<file path="src/rtl/cache_arbiter.sv">
// Shares one physical-memory port between the I-cache and D-cache, one line transaction at a time.
// Optional macro CACHE_ARBITER_FAIR_EN enables alternating priority on simultaneous requests.
module cache_arbiter #(
  parameter int ADDR_WIDTH = 32,
  parameter int LINE_WIDTH = 256
) (
  input  logic                  clk,
  input  logic                  rst,
  input  logic                  i_pmem_read,
  input  logic [ADDR_WIDTH-1:0] i_pmem_address,
  output logic [LINE_WIDTH-1:0] i_pmem_rdata,
  output logic                  i_pmem_resp,
  input  logic                  d_pmem_read,
  input  logic                  d_pmem_write,
  input  logic [ADDR_WIDTH-1:0] d_pmem_address,
  input  logic [LINE_WIDTH-1:0] d_pmem_wdata,
  output logic [LINE_WIDTH-1:0] d_pmem_rdata,
  output logic                  d_pmem_resp,
  output logic                  pmem_read,
  output logic                  pmem_write,
  output logic [ADDR_WIDTH-1:0] pmem_address,
  output logic [LINE_WIDTH-1:0] pmem_wdata,
  input  logic [LINE_WIDTH-1:0] pmem_rdata,
  input  logic                  pmem_resp
);

  typedef enum logic [1:0] {
    IDLE    = 2'd0,
    SERVE_I = 2'd1,
    SERVE_D = 2'd2
  } state_t;

  state_t state;
  logic   d_req;
  logic   grant_d;

  assign d_req = d_pmem_read | d_pmem_write;

`ifdef CACHE_ARBITER_FAIR_EN
  // prio_d set means the D-cache wins a tie; it points away from the last winner.
  logic prio_d;
  assign grant_d = d_req & (~i_pmem_read | prio_d);
`else
  assign grant_d = d_req;
`endif

  always_ff @(posedge clk) begin
    if (rst) begin
      state        <= IDLE;
      pmem_read    <= 1'b0;
      pmem_write   <= 1'b0;
      pmem_address <= '0;
      pmem_wdata   <= '0;
`ifdef CACHE_ARBITER_FAIR_EN
      prio_d       <= 1'b1;
`endif
    end else begin
      case (state)
        IDLE: begin
          if (grant_d) begin
            pmem_address <= d_pmem_address;
            pmem_wdata   <= d_pmem_wdata;
            pmem_write   <= d_pmem_write;
            pmem_read    <= ~d_pmem_write;
            state        <= SERVE_D;
          end else if (i_pmem_read) begin
            pmem_address <= i_pmem_address;
            pmem_write   <= 1'b0;
            pmem_read    <= 1'b1;
            state        <= SERVE_I;
          end
        end
        SERVE_I, SERVE_D: begin
          if (pmem_resp) begin
            pmem_read  <= 1'b0;
            pmem_write <= 1'b0;
            state      <= IDLE;
`ifdef CACHE_ARBITER_FAIR_EN
            prio_d     <= (state == SERVE_I);
`endif
          end
        end
        default: begin
          pmem_read  <= 1'b0;
          pmem_write <= 1'b0;
          state      <= IDLE;
        end
      endcase
    end
  end

  // Response is a same-cycle pass-through so the winner sees memory latency + 1.
  assign i_pmem_resp  = (state == SERVE_I) & pmem_resp;
  assign d_pmem_resp  = (state == SERVE_D) & pmem_resp;
  assign i_pmem_rdata = pmem_rdata;
  assign d_pmem_rdata = pmem_rdata;

`ifndef SYNTHESIS
  a_d_op_exclusive : assert property (@(posedge clk) disable iff (rst)
                                      !(d_pmem_read && d_pmem_write))
    else $warning("cache_arbiter: d_pmem_read and d_pmem_write both high, write takes precedence");
`endif

endmodule

</file>
<file path="config.mk">
export PLATFORM = sky130hd
export DESIGN_NAME = cache_arbiter
export DESIGN_NICKNAME = d
export VERILOG_FILES = /design/src/rtl/cache_arbiter.sv
export SDC_FILE = /design/constraint.sdc
export NUM_CORES = 1
export LEC_CHECK = 0
export CORE_AREA = 2 2 541 543
export CTS_CLUSTER_DIAMETER = 60
export DETAILED_ROUTE_END_ITERATION = 10
export DIE_AREA = 0 0 543 545
export PLACE_DENSITY = 0.3
export SETUP_SLACK_MARGIN = 0.2
export SYNTH_ARGS = -nofsm -noshare
export SYNTH_HDL_FRONTEND = slang
export SYNTH_SLANG_ARGS = --single-unit
</file>
<file path="constraint.sdc">
create_clock -name clk -period 4.3 [get_ports clk]
set_clock_uncertainty 0.2 [all_clocks]
set_input_delay 0.645 -clock clk [delete_from_list [all_inputs] [get_ports clk]]
set_output_delay 0.645 -clock clk [all_outputs]
set_load 0.005 [all_outputs]
</file>
=== Yosys cells after proc, flatten, opt, wreduce, memory -nomap -nowiden ===
Cells that the tools add are included.

* Input port bits: 582
* Flip-flop bits (word level): 292
* Logic and storage cells: 32
* Output and inout port bits: 804

* Reduce and logical (&&, ||, !) cells: 6
* Multiplexer cells: 13
* Eq/ne operators: 4
* Bitwise logic cells: 4

{| class="wikitable"
|+ Operator list
! kind !! number
|-
| 32-bit 2-to-1 mux || 2
|-
| 2-bit 2-to-1 mux || 3
|-
| 2-bit AND reduction || 3
|-
| 1-bit 2-to-1 mux || 5
|-
| 1-bit case mux with 2 select lines || 2
|-
| 2-bit case mux with 2 select lines || 1
|-
| 3-bit inequality test (second input constant) || 1
|-
| 1-bit AND || 2
|-
| 2-bit by 1-bit equality test with 1-bit output (second input constant) || 1
|-
| 2-bit equality test (second input constant) || 1
|-
| 2-bit logical NOT || 1
|-
| 2-bit inequality test (second input constant) || 1
|-
| 2-bit nonzero test || 1
|-
| 2-bit OR reduction || 1
|-
| 1-bit inverter || 1
|-
| 1-bit bitwise OR || 1
|}

=== Logic depth before layout (Yosys ltp) ===
Gate-level depths: netlist of run 1.

* Depth after elaboration: 4
* Depth in mapped cells: 8
* Gate-level depth less buffers: 5

=== Worst setup path before layout of run 1 ===
OpenSTA, ideal clock, no wires.

* Kind: input-to-reg
* Start point: input port d_pmem_write
* End point: register pmem_address[9]
* Library setup time: 0.134 ns
* Path buffers: 3
* Setup slack: 2.495 ns
* Arrival: 1.471 ns
* Stages: 6
* Cells stage by stage: buf_6 o31a_1 buf_6 buf_6 nor2_1 a311oi_2

* Cells in the longest elaborated chain, start to end: 3
* Elaborated cells on any way between the ends: 4

{| class="wikitable"
|+ Ends and longest elaborated chain
! element !! line !! text
|-
| start, declared || 14 || <nowiki>input logic d_pmem_write,</nowiki>
|-
| 1-bit bitwise OR * || 37 || <nowiki>assign d_req = d_pmem_read | d_pmem_write;</nowiki>
|-
| 2-bit nonzero test (no source line) || n/a ||
|-
| 2-bit AND reduction (no source line) || n/a ||
|-
| end signal, assigned || 61 || <nowiki>pmem_address <= d_pmem_address;</nowiki>
|-
| end signal, assigned || 67 || <nowiki>pmem_address <= i_pmem_address;</nowiki>
|-
| end, declared || 21 || <nowiki>output logic [ADDR_WIDTH-1:0] pmem_address,</nowiki>
|}

Mark *: on every way between the ends. The rest lies on a longest branch, timed or not.
A chain may end at the register's enable or synchronous reset.

=== Worst setup path after layout of run 1 ===
* Start point: register pmem_wdata[21]
* End point: output port pmem_wdata[21]

{| class="wikitable"
|+ RTL lines
! element !! line !! text
|-
| start, declared || 22 || <nowiki>output logic [LINE_WIDTH-1:0] pmem_wdata,</nowiki>
|-
| start signal, assigned || 62 || <nowiki>pmem_wdata <= d_pmem_wdata;</nowiki>
|}

No word-level cell between the ends.

==> results.py, run 1 <==
metrics = {
    "worst_setup_path": {
        "end_kind": "output pin",
        "crit_slowest_cell": "clkdlybuf4s50_1",
        "path_delay_family": "buffers and inverters",
        "r2r_start": "state[0]",
        "r2r-end": "pmem_address[28]",
        "arrival_ns": 2.11,
        "worstSetupPathDepth": 1,
        "timing.critical_path.cells": "clkdlybuf4s50_1",
        "critPathRequiredTime_ns": 3.45,
        "endpoint": "pmem_wdata[21]",
        "reg2reg_slack_ns": 1.63,
        "crit_type": "register to output pin",
        "critical_path_buf_inv_count": 1,
        "max_stage_delay_ns": 0.99,
        "startpoint": "pmem_wdata[21]",
        "cp_max_fo": 2,
        "start_kind": "register",
        "reg2reg_depth": 6,
    },
    "synthesis": {
        "synth_edf_count": 0,
        "syn_inst": 1835,
        "synth.largest_area_cell": "dfxtp_1",
        "syn_area_mm2": 0.0144,
        "synth_ff_type": "dfxtp_1",
        "synthTopCellsByArea": "dfxtp_1, buf_4, nand2_1",
        "async_flop_share": 0,
        "syn_area_per_cell_um2": 7.83,
        "syn_nets": 2420,
        "yosysWarnings": 0,
        "ys_seq_area_frac": 0.407,
        "ys_types": 25,
        "ys_ff_latch": 292,
        "yosysTopAreaCellShare": 0.407,
    },
    "sta": {
        "period_minus_slack_ns": 2.96,
        "setup_viol": 0,
        "slew_viol_final": 0,
        "setup_tns_ns": 0,
        "hold_ws_ns": 0.154,
        "worst_slack_ns": 1.34,
        "fmax_mhz": 338,
        "relSlewSlack": 0.332,
        "min_period_over_period": 0.688,
        "max_slew.worst_pin.slew_ns": 1.00,
        "hold_violations": 0,
        "rsz0062_at_grt": "no",
    },
    "clocking": {
        "clock-sinks": 292,
        "cts_tree": "yes",
        "numCtsBuffers": 70,
        "clk_path_buf_depth": 4,
        "cts_setup_buffers": 0,
        "cts_resized": 0,
        "h-tree-depth": 3,
        "insertion_delay_ns": 0.77,
        "ctsHoldBuffers": 0,
        "cts.clk_slew.worst_paths_ns": 0.05,
        "root_buffer": "clkbuf_16",
    },
    "place": {
        "numPortBuffers": 617,
        "dp_slack_ns": 1.16,
        "place_area_mm2": 0.0213,
        "gp_congestion": 0.825,
        "dp_hpwl_um": 120000,
    },
    "outcome": {
        "status": "finished, final reports clean",
    },
    "detailed_routing": {
        "viasPerCell": 2.19,
        "ant_nets": 0,
        "drtIter0Drc": 595,
        "vias": 12800,
        "wl_per_cell_um": 23.9,
        "dr.pass1.iters": 5,
        "wl_um": 141000,
        "drc": 0,
    },
    "grt": {
        "antenna_found_initial": 54,
        "grtUsageTotal": 0.0912,
        "overflow": 0,
        "grt_pass1_wl_um": 168000,
        "grt_pass1_vias": 13000,
        "grt_max_degree": 153,
    },
    "pwr": {
        "fin_total_pwr_mw": 10.9,
        "p_per_area_mw_per_mm2": 461,
        "peakVddDrop_mv": 0.251,
        "leakagePower_nw": 7.43,
    },
    "floorplanning": {
        "dieWidth_um": 543,
        "ioPinCount": 1386,
        "start_util": 0.0495,
        "core_mm2": 0.290,
        "die_h_um": 545,
        "std_cell_rows": 198,
        "die_area_mm2": 0.296,
    },
    "cells_and_area": {
        "drive_gt1_frac": 0.0719,
        "final_common_cell": "clkdlybuf4s50_1",
        "final_cell_mix": "clkdlybuf4s50_1, nand2_1, dfxtp_1, a21oi_1, clkbuf_16",
        "nets": 2513,
        "final_area_mm2": 0.0236,
        "fillers": 33900,
        "syn2layout_area_growth_pct": 64.1,
    },
    "min_path": {
        "min_path_type": "input pin to register",
    },
    "job": {
        "maxCapViolations": 0,
    },
}
-- how the worst min path moves through the flow --
stage	start	endpoint	slack (ns)	cells past startpoint
finish	rst	pmem_wdata[64]	0.15	2
global placement	pmem_wdata[104]	pmem_wdata[104]	0.24	2
CTS	d_pmem_wdata[8]	pmem_wdata[8]	0.11	3
global route	rst	pmem_wdata[55]	0.14	2
floorplan	pmem_wdata[0]	pmem_wdata[0]	0.25	2
detailed placement	pmem_wdata[216]	pmem_wdata[216]	0.25	2
-- per-layer routing --
layer / track usage / share of wire / vias to the layer above
met3: 0.104 / 0.25 / 499
met5: 0.000649 / 0.00031 / -
met2: 0.134 / 0.42 / 1084
met4: 0.0543 / 0.065 / 8
li1: - / - / 5560
met1: 0.0698 / 0.27 / 5695
-- through the flow --
step / util / std cells
after global routing: 0.0812 / 5878
after detailed placement: 0.0733 / 5756
after global placement: 0.0733 / 5756
final: 0.0812 / 5879
after CTS: 0.0812 / 5876
after floorplan: - / 1835
-- area by class of cell --
class | count | area, um2 | share of cell area
sequential | 292 | 5850 | 0.248
multi-input combinational | 921 | 4090 | 0.174
tap | 3900 | 4880 | 0.207
timing repair buffer | 640 | 6440 | 0.273
inverter | 3 | 11.3 | 0.000478
antenna | 3 | 7.51 | 0.000319
clock inverter | 28 | 323 | 0.0137
clock buffer | 92 | 1970 | 0.0834
-- synthesized netlist by cell type, drive strengths merged (2+ instances only) --
library cell / number
ha: 3
dfxtp: 292
buf: 579
a311oi: 32
and2: 2
inv: 3
clkbuf: 40
a21oi: 260
nand2b: 2
nor2: 33
nand2: 545
o21ai: 36
-- kinds of logic after synthesis --
logic type	synth area share
AOI/OAI and AO/OA	0.126
and+or+nand+nor	0.155
DFF	0.407
buffers and inverters	0.310
adders and majority gates	0.00261
-- report_power, final --
group	leakage, nW	internal (mW)	switching (mW)
Combinational	3.89	0.973	1.25
Sequential	2.41	3.00	0.182
Clock	1.12	3.50	1.95
Total	7.43	7.48	3.38
-- flip-flops by register name, indices dropped and copies added (netlist names) --
signal,flops
pmem_wdata,256
pmem_address,32
state,2
pmem_read,1
pmem_write,1
(Power assumes the default switching activity.)
==> run 2, diff against run 1 <==
--- a/config.mk
+++ b/config.mk
@@ -5,10 +5,10 @@
 export SDC_FILE = /design/constraint.sdc
 export NUM_CORES = 1
 export LEC_CHECK = 0
-export CORE_AREA = 2 2 541 543
+export CORE_AREA = 2 2 537 539
 export CTS_CLUSTER_DIAMETER = 60
 export DETAILED_ROUTE_END_ITERATION = 10
-export DIE_AREA = 0 0 543 545
+export DIE_AREA = 0 0 539 541
 export PLACE_DENSITY = 0.3
 export SETUP_SLACK_MARGIN = 0.2
 export SYNTH_ARGS = -nofsm -noshare
==> constraint.sdc (replaced) <==
create_clock -name clk -period 2.7 [get_ports clk]
set_clock_uncertainty 0.2 [all_clocks]
set_input_delay 0.405 -clock clk [delete_from_list [all_inputs] [get_ports clk]]
set_output_delay 0.405 -clock clk [all_outputs]
set_load 0.005 [all_outputs]
==> run 2 against run 1 <==
  * Combinational power grew 72%
  * Flip-flop and latch count is the same
  * Critical path type unchanged
  * Count of clock-buffer cells in the layout shrank 24
  * Register-to-register slack lost 1.3 ns
  * Design area grew 5.5%
  * Total power grew 51%
==> results.py, run 2 (synthesis gave the netlist of run 1 again) <==
metrics = {
    "worst_setup_path": {
        "timing.critical_path.cells": "clkdlybuf4s50_1",
        "critical_path_buf_inv_count": 1,
        "end_kind": "output pin",
        "path_delay_family": "buffers and inverters",
        "max_stage_delay_ns": 0.85,
        "start_kind": "register",
        "crit_type": "register to output pin",
        "critPathRequiredTime_ns": 2.10,
        "reg2reg_slack_ns": 0.34,
        "crit_slowest_cell": "clkdlybuf4s50_1",
        "arrival_ns": 1.88,
        "cp_max_fo": 2,
    },
    "detailed_routing": {
        "dr.pass1.iters": 5,
        "ant_nets": 0,
        "wl_um": 137000,
        "wl_per_cell_um": 23.2,
        "drc": 0,
        "vias": 13300,
        "drtIter0Drc": 809,
        "viasPerCell": 2.25,
    },
    "pwr": {
        "p_per_area_mw_per_mm2": 660,
        "fin_total_pwr_mw": 16.4,
        "peakVddDrop_mv": 0.458,
        "leakagePower_nw": 8.42,
    },
    "place": {
        "dp_hpwl_um": 117000,
        "gp_congestion": 0.893,
        "dp_cells": 5653,
        "numPortBuffers": 617,
    },
    "grt": {
        "grtUsageTotal": 0.0907,
        "overflow": 0,
        "antenna_found_initial": 42,
        "grt_pass1_vias": 13600,
        "grt_max_degree": 74,
        "grt_pass1_wl_um": 168000,
        "grt_use_met3": 0.0885,
        "grt_busiest_layer": "met2",
        "grtUsageMet2": 0.130,
        "grt.met1_usage": 0.0801,
    },
    "clocking": {
        "cts_tree": "yes",
        "insertion_delay_ns": 0.72,
        "numCtsBuffers": 54,
        "cts.clk_slew.worst_paths_ns": 0.06,
        "clk_path_buf_depth": 3,
        "cts_setup_buffers": 0,
        "h-tree-depth": 2,
        "clock-sinks": 292,
        "root_buffer": "clkbuf_16",
    },
    "cells_and_area": {
        "final_common_cell": "nand2_1",
        "largest_reg_flops": 256,
        "final_cell_mix": "nand2_1, clkdlybuf4s50_1, dfxtp_1, a21oi_1, dlygate4sd3_1",
        "reg_top3": "pmem_wdata: 256 flops, pmem_address: 32 flops, state: 2 flops",
        "nets": 2673,
        "syn2layout_area_growth_pct": 73.1,
        "fillers": 33500,
        "regMostFlops": "pmem_wdata",
        "fin_cells": 5925,
        "drive_gt1_frac": 0.0736,
    },
    "sta": {
        "setup_viol": 0,
        "relSlewSlack": 0.549,
        "hold_ws_ns": 0.0827,
        "max_slew.worst_pin.slew_ns": 0.676,
        "rsz0062_at_grt": "no",
        "period_minus_slack_ns": 2.49,
        "min_period_over_period": 0.922,
        "slew_viol_final": 0,
        "fmax_mhz": 402,
        "setup_tns_ns": 0,
        "hold_violations": 0,
    },
    "floorplanning": {
        "die_area_mm2": 0.292,
        "core_mm2": 0.286,
        "dieWidth_um": 539,
        "start_util": 0.0501,
        "ioPinCount": 1386,
        "std_cell_rows": 197,
        "die_h_um": 541,
    },
    "outcome": {
        "status": "finished, final reports clean",
    },
    "job": {
        "maxCapViolations": 0,
    },
    "min_path": {
        "min_path_type": "input pin to register",
    },
}
## run 2: cell types whose count changed in the layout (fill, tap and decap cells not counted), moves of 12 or more
| cell | previous run | this run |
|---|---|---|
| clkdlybuf4s50_1 | 614 | 542 |
| clkbuf_16 | 71 | 54 |
| dlygate4sd2_1 | 0 | 52 |
| buf_4 | 15 | 31 |
| dlymetal6s2s_1 | 0 | 12 |
| dlygate4sd3_1 | 0 | 160 |
## run 2: what timing repair did
item / in CTS / in global routing
setup endpoints to repair: 52 / 15
hold endpoints to repair: 145 / 0
hold buffers: 160 / 0
resized for setup: 60 / 13
## run 2: cell type report
class	instances	area [um2]	area share
multi-input combinational	921	4120	0.166
timing repair buffer	816	8210	0.330
inverter	3	11.3	0.000453
clock buffer	68	1480	0.0597
antenna	12	30.0	0.00121
clock inverter	32	432	0.0174
tap	3781	4730	0.190
sequential	292	5850	0.235
## run 2: path summary, 6_finish.rpt
kind | end | startpoint | cells past startpoint
setup / recovery | pmem_wdata[223] | pmem_wdata[223] | 1
hold / removal | pmem_wdata[14] | d_pmem_wdata[14] | 3
setup reg to reg | pmem_address[21] | state[0] | 7
hold reg to reg | pmem_wdata[122] | pmem_wdata[122] | 2
## run 2: worst register-to-register path, stage by stage, from the launching register on
cell and delay [ns]:
dfxtp_2 0.35, inv_2 0.09, ha_2 0.30, o31a_2 0.27
buf_12 0.18, nor2_1 0.11, a311oi_1 0.23, dlygate4sd3_1 0.58
## run 2: through the flow
step	cell area [um2]	util	setup slack, ns
after floorplan	14400	-	1.06
after global placement	21300	0.0744	0.126
after detailed placement	21300	0.0744	0.127
after CTS	24800	0.0866	0.200
after global routing	24800	0.0868	0.201
final	24900	0.0868	0.211
## run 2: routing by layer
| layer | wire length, um | vias to the layer above |
|---|---|---|
| li1 | - | 5890 |
| met1 | 42600 | 5977 |
| met2 | 55300 | 1014 |
| met3 | 29700 | 443 |
| met4 | 9740 | 8 |
| met5 | 48 | - |
## run 2: power breakdown
part	leakage [nW]	switching (mW)	internal (mW)	total, mW
clock network	0.936	2.91	4.60	7.51
registers	2.41	0.307	4.78	5.08
logic	5.07	2.08	1.73	3.81
total	8.42	5.29	11.1	16.4
==> run 3, diff against run 2 <==
--- a/config.mk
+++ b/config.mk
@@ -11,6 +11,7 @@
 export DIE_AREA = 0 0 539 541
 export PLACE_DENSITY = 0.3
 export SETUP_SLACK_MARGIN = 0.2
+export SLEW_MARGIN = 40
 export SYNTH_ARGS = -nofsm -noshare
 export SYNTH_HDL_FRONTEND = slang
 export SYNTH_SLANG_ARGS = --single-unit
==> results of run 3 <==
Same layout as run 2: the final DEF is identical, and so are final timing and power.
